### config.mk
export PLATFORM = sky130hd
export DESIGN_NAME = stream_fifo_module
export DESIGN_NICKNAME = d
export VERILOG_FILES = /design/src/rtl/stream_fifo_module.sv
export SDC_FILE = /design/constraint.sdc
export NUM_CORES = 1
export LEC_CHECK = 0
export CELL_PAD_IN_SITES_DETAIL_PLACEMENT = 1
export CELL_PAD_IN_SITES_GLOBAL_PLACEMENT = 2
export CORE_ASPECT_RATIO = 1.4
export CORE_MARGIN = 2
export CORE_UTILIZATION = 35
export CTS_BUF_LIST = sky130_fd_sc_hd__clkbuf_8
export CTS_CLUSTER_SIZE = 28
export DETAILED_ROUTE_END_ITERATION = 6
export GPL_ROUTABILITY_DRIVEN = 0
export PLACE_DENSITY_LB_ADDON = 0.1
export SLEW_MARGIN = 20
export SYNTH_ARGS = -nofsm -noshare
export SYNTH_HDL_FRONTEND = slang
export SYNTH_SLANG_ARGS = --single-unit
export TNS_END_PERCENT = 100
### constraint.sdc
create_clock -name clk -period 2.4 [get_ports clk]
set_clock_uncertainty 0.15 [all_clocks]
set_input_delay 0.72 -clock clk [delete_from_list [all_inputs] [get_ports clk]]
set_output_delay 0.72 -clock clk [all_outputs]
set_load 0.01 [all_outputs]
### src/rtl/stream_fifo_module.sv
// stream_fifo_module
// Valid/ready stream buffer with first-word fall-through output, a choice of
// backpressure or drop-on-full behaviour, and occupancy / transfer / drop
// observability for regression benches.
module stream_fifo_module #(
    parameter int DATA_WIDTH = 8,
    parameter int DEPTH      = 4,
    parameter int DROP_MODE  = 0,
    parameter int CNT_WIDTH  = 16
) (
    input  logic                    clk,
    input  logic                    reset_n,
    input  logic                    stream_in_valid,
    output logic                    stream_in_ready,
    input  logic [DATA_WIDTH-1:0]   stream_in_data,
    output logic                    stream_out_valid,
    input  logic                    stream_out_ready,
    output logic [DATA_WIDTH-1:0]   stream_out_data,
    output logic [$clog2(DEPTH):0]  level,
    output logic [CNT_WIDTH-1:0]    transfer_count,
    output logic [CNT_WIDTH-1:0]    drop_count,
    output logic                    overflow_seen
);

    localparam int PTR_W = $clog2(DEPTH);
    localparam int LVL_W = PTR_W + 1;
    localparam logic [LVL_W-1:0]     FULL_LEVEL = LVL_W'(DEPTH);
    localparam logic [CNT_WIDTH-1:0] CNT_MAX    = '1;

    logic [DATA_WIDTH-1:0] mem_q [DEPTH];
    logic [PTR_W-1:0]      wrPtr_q, wrPtr_d;
    logic [PTR_W-1:0]      rdPtr_q, rdPtr_d;
    logic [LVL_W-1:0]      level_q, level_d;
    logic [CNT_WIDTH-1:0]  transferCount_q, transferCount_d;
    logic [CNT_WIDTH-1:0]  dropCount_q, dropCount_d;
    logic                  overflow_q, overflow_d;
    logic                  full;
    logic                  pop;
    logic                  write;
    logic                  drop;

    // Ready only depends on occupancy (never on stream_out_ready) and is held low during reset.
    assign stream_in_ready  = reset_n & ((DROP_MODE != 0) | ~full);
    assign stream_out_valid = (level_q != '0);
    assign stream_out_data  = mem_q[rdPtr_q];
    assign level            = level_q;
    assign transfer_count   = transferCount_q;
    assign drop_count       = dropCount_q;
    assign overflow_seen    = overflow_q;

    // Handshake decode and next-state computation for pointers, level and counters.
    always_comb begin
        full            = (level_q == FULL_LEVEL);
        pop             = stream_out_valid & stream_out_ready;
        write           = 1'b0;
        drop            = 1'b0;
        wrPtr_d         = wrPtr_q;
        rdPtr_d         = rdPtr_q;
        level_d         = level_q;
        transferCount_d = transferCount_q;
        dropCount_d     = dropCount_q;
        overflow_d      = overflow_q;

        if (DROP_MODE != 0) begin
            write = stream_in_valid & (~full | pop);
            drop  = stream_in_valid & ~write;
        end else begin
            write = stream_in_valid & ~full;
        end

        if (write) begin
            wrPtr_d = wrPtr_q + PTR_W'(1);
        end
        if (pop) begin
            rdPtr_d         = rdPtr_q + PTR_W'(1);
            transferCount_d = transferCount_q + CNT_WIDTH'(1);
        end

        case ({write, pop})
            2'b10:   level_d = level_q + LVL_W'(1);
            2'b01:   level_d = level_q - LVL_W'(1);
            default: level_d = level_q;
        endcase

        if (drop) begin
            overflow_d = 1'b1;
            if (dropCount_q != CNT_MAX) begin
                dropCount_d = dropCount_q + CNT_WIDTH'(1);
            end
        end
    end

    // Control state register; reset throws away every buffered beat and all counts.
    always_ff @(posedge clk or negedge reset_n) begin
        if (!reset_n) begin
            wrPtr_q         <= '0;
            rdPtr_q         <= '0;
            level_q         <= '0;
            transferCount_q <= '0;
            dropCount_q     <= '0;
            overflow_q      <= 1'b0;
        end else begin
            wrPtr_q         <= wrPtr_d;
            rdPtr_q         <= rdPtr_d;
            level_q         <= level_d;
            transferCount_q <= transferCount_d;
            dropCount_q     <= dropCount_d;
            overflow_q      <= overflow_d;
        end
    end

    // Payload storage, cleared on reset so the output reads zero until the first write.
    always_ff @(posedge clk or negedge reset_n) begin
        if (!reset_n) begin
            for (int i = 0; i < DEPTH; i++) begin
                mem_q[i] <= '0;
            end
        end else if (write) begin
            mem_q[wrPtr_q] <= stream_in_data;
        end
    end

endmodule

==> impl_metrics.xml <==
<?xml version="1.0" encoding="UTF-8"?>
<metrics>
  <group name="synthesis">
    <metric name="ys_seq_area_frac" unit="">0.532</metric>
    <metric name="yosys.cell_types.count" unit="">28</metric>
    <metric name="syn_avg_cell_area" unit="sq um">13.7</metric>
    <metric name="asyncSetResetFlopFracSynth" unit="">1.00</metric>
    <metric name="synth_area" unit="sq um">2590</metric>
    <metric name="ys_ff_latch" unit="">55</metric>
    <metric name="synthesis.instances" unit="">189</metric>
    <metric name="ys_dominant_reg_cell" unit="">dfrtp_1</metric>
    <metric name="synth_edf_count" unit="">0</metric>
    <metric name="ys.warnings.count" unit="">0</metric>
  </group>
  <group name="layout">
    <metric name="layout_commonest_cell" unit="">dfrtp_1</metric>
    <metric name="area.growth.synth_to_final" unit="%">28.1</metric>
    <metric name="n_fill_cell" unit="">793</metric>
    <metric name="final_design_area_no_fill" unit="sq um">3310</metric>
    <metric name="finish.utilization" unit="">0.456</metric>
    <metric name="register_area" unit="sq um">1380</metric>
    <metric name="mostFrequentLayoutCells" unit="">dfrtp_1, mux2_2, clkdlybuf4s50_1</metric>
    <metric name="num_antenna_cells" unit="">0</metric>
    <metric name="multi_input_gate_area_in_the_final_layout" unit="sq um">1110</metric>
    <metric name="fin_nets" unit="">270</metric>
    <metric name="finish.cell_count_without_fillers" unit="">349</metric>
    <metric name="post_route_cells_drive_above_1_share" unit="">0.341</metric>
  </group>
  <group name="global_routing">
    <metric name="grt_start_max_net_pins" unit="">56</metric>
    <metric name="first_global_vias" unit="">1834</metric>
    <metric name="grt.total_usage" unit="">0.149</metric>
    <metric name="antenna_found_initial" unit="">0</metric>
    <metric name="first_pass_grt_wire_length" unit="um">9470</metric>
    <metric name="grt_overflow" unit="">0</metric>
  </group>
  <group name="sta">
    <metric name="period_utilization_post_route" unit="">1.03</metric>
    <metric name="report.final.hold_viol_count" unit="">0</metric>
    <metric name="final_max_slew_viol_count" unit="">0</metric>
    <metric name="grt_setup_unrepaired" unit="">yes</metric>
    <metric name="maxClockFrequency" unit="MHz">406</metric>
    <metric name="fin_crit" unit="ps">2460</metric>
    <metric name="finalWorstSetupSlack" unit="ps">-64.1</metric>
    <metric name="worstMarginPinSlew" unit="ps">706</metric>
    <metric name="finalSetupViolCount" unit="">4</metric>
    <metric name="max-slew-margin-rel" unit="">0.529</metric>
  </group>
  <group name="placement">
    <metric name="io_buffer_count" unit="">40</metric>
    <metric name="pre_cts_ws" unit="ps">-238</metric>
    <metric name="place_area" unit="sq um">3140</metric>
    <metric name="place_hpwl" unit="um">3940</metric>
    <metric name="dpl.cell_count" unit="">336</metric>
  </group>
  <group name="die">
    <metric name="die_area" unit="sq um">8110</metric>
    <metric name="chipWidth" unit="um">76.7</metric>
    <metric name="placement_rows" unit="">37</metric>
    <metric name="starting_density_of_the_core" unit="">0.356</metric>
    <metric name="die_h" unit="um">106</metric>
    <metric name="placeableCoreArea" unit="sq um">7270</metric>
    <metric name="io_pins" unit="">58</metric>
  </group>
  <group name="routing">
    <metric name="routedWlPerCell" unit="um">15.9</metric>
    <metric name="drt-total-wl" unit="um">5550</metric>
    <metric name="detailedRoute.firstPassIterationCount" unit="">4</metric>
    <metric name="vias_per_cell" unit="">4.59</metric>
    <metric name="detail-route-antenna-nets" unit="">0</metric>
    <metric name="drt_drc_violations_left" unit="">0</metric>
    <metric name="routed_via_count" unit="">1602</metric>
    <metric name="drt_iter0_drc" unit="">63</metric>
  </group>
  <group name="worst_setup_path">
    <metric name="worstSetupStartpointType" unit="">flop</metric>
    <metric name="worst_path_max_delay_cell" unit="">mux4_2</metric>
    <metric name="worstPathCellList" unit="">buf_12 &gt; buf_12 &gt; mux4_2 &gt; buf_6</metric>
    <metric name="critPathArrivalTime" unit="ps">1590</metric>
    <metric name="crit_path_frequent_cell" unit="">buf_12</metric>
    <metric name="critPathMaxFanout" unit="">7</metric>
    <metric name="cp-end-kind" unit="">output pin</metric>
    <metric name="crit_path_max_incr_delay" unit="ps">500</metric>
    <metric name="worstSetupPathType" unit="">reg -&gt; out</metric>
    <metric name="cp_data_required_time" unit="ps">1530</metric>
  </group>
  <group name="outcome">
    <metric name="failed_checks" unit="">negative setup slack</metric>
    <metric name="result_of_the_run" unit="">finished with violations</metric>
  </group>
  <group name="cts">
    <metric name="clock_tree_from_tritoncts" unit="">built</metric>
    <metric name="postCtsHoldBufs" unit="">0</metric>
    <metric name="worstSkewPairLatency" unit="ps">310</metric>
    <metric name="clockBufferDepth" unit="">2</metric>
    <metric name="clkTransAtPathRegs" unit="ps">100</metric>
    <metric name="clock-sinks" unit="">55</metric>
    <metric name="cts_buffers" unit="">5</metric>
    <metric name="clk_root_buffer_cell" unit="">clkbuf_8</metric>
    <metric name="htree_levels" unit="">2</metric>
  </group>
  <group name="power_and_ir_drop">
    <metric name="p_leak" unit="nW">1.49</metric>
    <metric name="worst_ir_drop_vdd" unit="mV">0.423</metric>
    <metric name="power_per_cell_area" unit="nW/um^2">1270</metric>
    <metric name="finalPower" unit="W">0.00421</metric>
  </group>
  <group name="run">
    <metric name="maxCapViolations" unit="">0</metric>
  </group>
  <group name="min_path">
    <metric name="worst_hold_path_class" unit="">reg -&gt; reg</metric>
  </group>
</metrics>
stage by stage:
stage | hold WS (ps) | TNS [ps]
final | 335 | -228
after CTS | 343 | -421
after global routing | 374 | -697
after floorplan | 274 | 0
after global placement | 310 | -206
after detailed placement | 323 | -354
layer usage:
metal / part of all wire / vias up / wire, um / track usage
met5: 0 / - / 0 / 0
met2: 0.57 / 32 / 3160 / 0.270
met4: 0.012 / 0 / 65 / 0.0429
met1: 0.38 / 832 / 2130 / 0.177
li1: - / 732 / - / -
met3: 0.035 / 6 / 194 / 0.0283
power breakdown:
group / total (W) / switching, W / internal, W / leakage (nW)
clock network: 0.000633 / 0.000318 / 0.000315 / 0.0548
logic: 0.00200 / 0.000783 / 0.00121 / 0.759
registers: 0.00158 / 0.000259 / 0.00132 / 0.676
synth_stat cells (2+ instances only):
master / n / area share
nand2_1: 11 / 0.016
and3_1: 2 / 0.0048
ha_1: 6 / 0.029
buf_4: 17 / 0.049
nor3_1: 2 / 0.0039
nand2_2: 4 / 0.0097
and4_1: 2 / 0.0068
dfrtp_1: 55 / 0.53
xnor2_1: 14 / 0.047
xor2_1: 7 / 0.024
nor2_1: 4 / 0.0058
mux2_2: 32 / 0.14
mux4_2: 8 / 0.070
inv_1: 7 / 0.010
nand4_1: 3 / 0.0073
nand3_1: 3 / 0.0058
repair_timing:
item                       CTS  global route
gates resized for setup     35            11
setup endpoints to repair   10            10
buffers inserted             5             0
pin swaps                    0             1
sequential cells by signal (all words and copies together), names as in the netlist:
signal	cells
level	3
mem_q	32
rdPtr_q	2
transfer_count	16
wrPtr_q	2
final timing paths:
check | start | endpoint | slack (ps) | depth (start not counted)
worst max-delay path | rdPtr_q[0] | stream_out_data[2] | -60 | 4
worst min-delay path | transfer_count[15] | transfer_count[15] | 340 | 1
worst max register to register | level[1] | level[2] | 340 | 9
worst min register to register | transfer_count[15] | transfer_count[15] | 340 | 1
max in group asynchronous | reset_n | transfer_count[8] | 1200 | 2
min in group asynchronous | reset_n | mem_q[10] | 430 | 2
area by class of cell:
cell class	count	area share
Timing Repair Buffer	58	0.169
Inverter	7	0.00793
Sequential cell	55	0.415
Multi-Input combinational cell	124	0.336
Clock buffer	5	0.0208
Clock inverter	3	0.0140
Tap cell	97	0.0366
kinds of logic (layout without fill, tap and decap cells):
group | Yosys count | in the layout | synth area share
multiplexers | 41 | 41 | 0.213
adder cells (fa/ha/maj) | 7 | 7 | 0.0368
AO/OA/AOI/OAI | 4 | 4 | 0.0140
AND/OR/NAND/NOR | 34 | 34 | 0.0691
other | 1 | 17 | 0.00145
XOR/XNOR | 21 | 21 | 0.0711
buffers and inverters | 26 | 73 | 0.0629
flip-flops | 55 | 55 | 0.532
worst max-delay path: cells and delay by family (launching register included):
kind	cells	cell delay, ps
buffers and inverters	3	390
muxes	1	500
DFF	1	400
No activity file was read; power rests on OpenSTA's default activity.
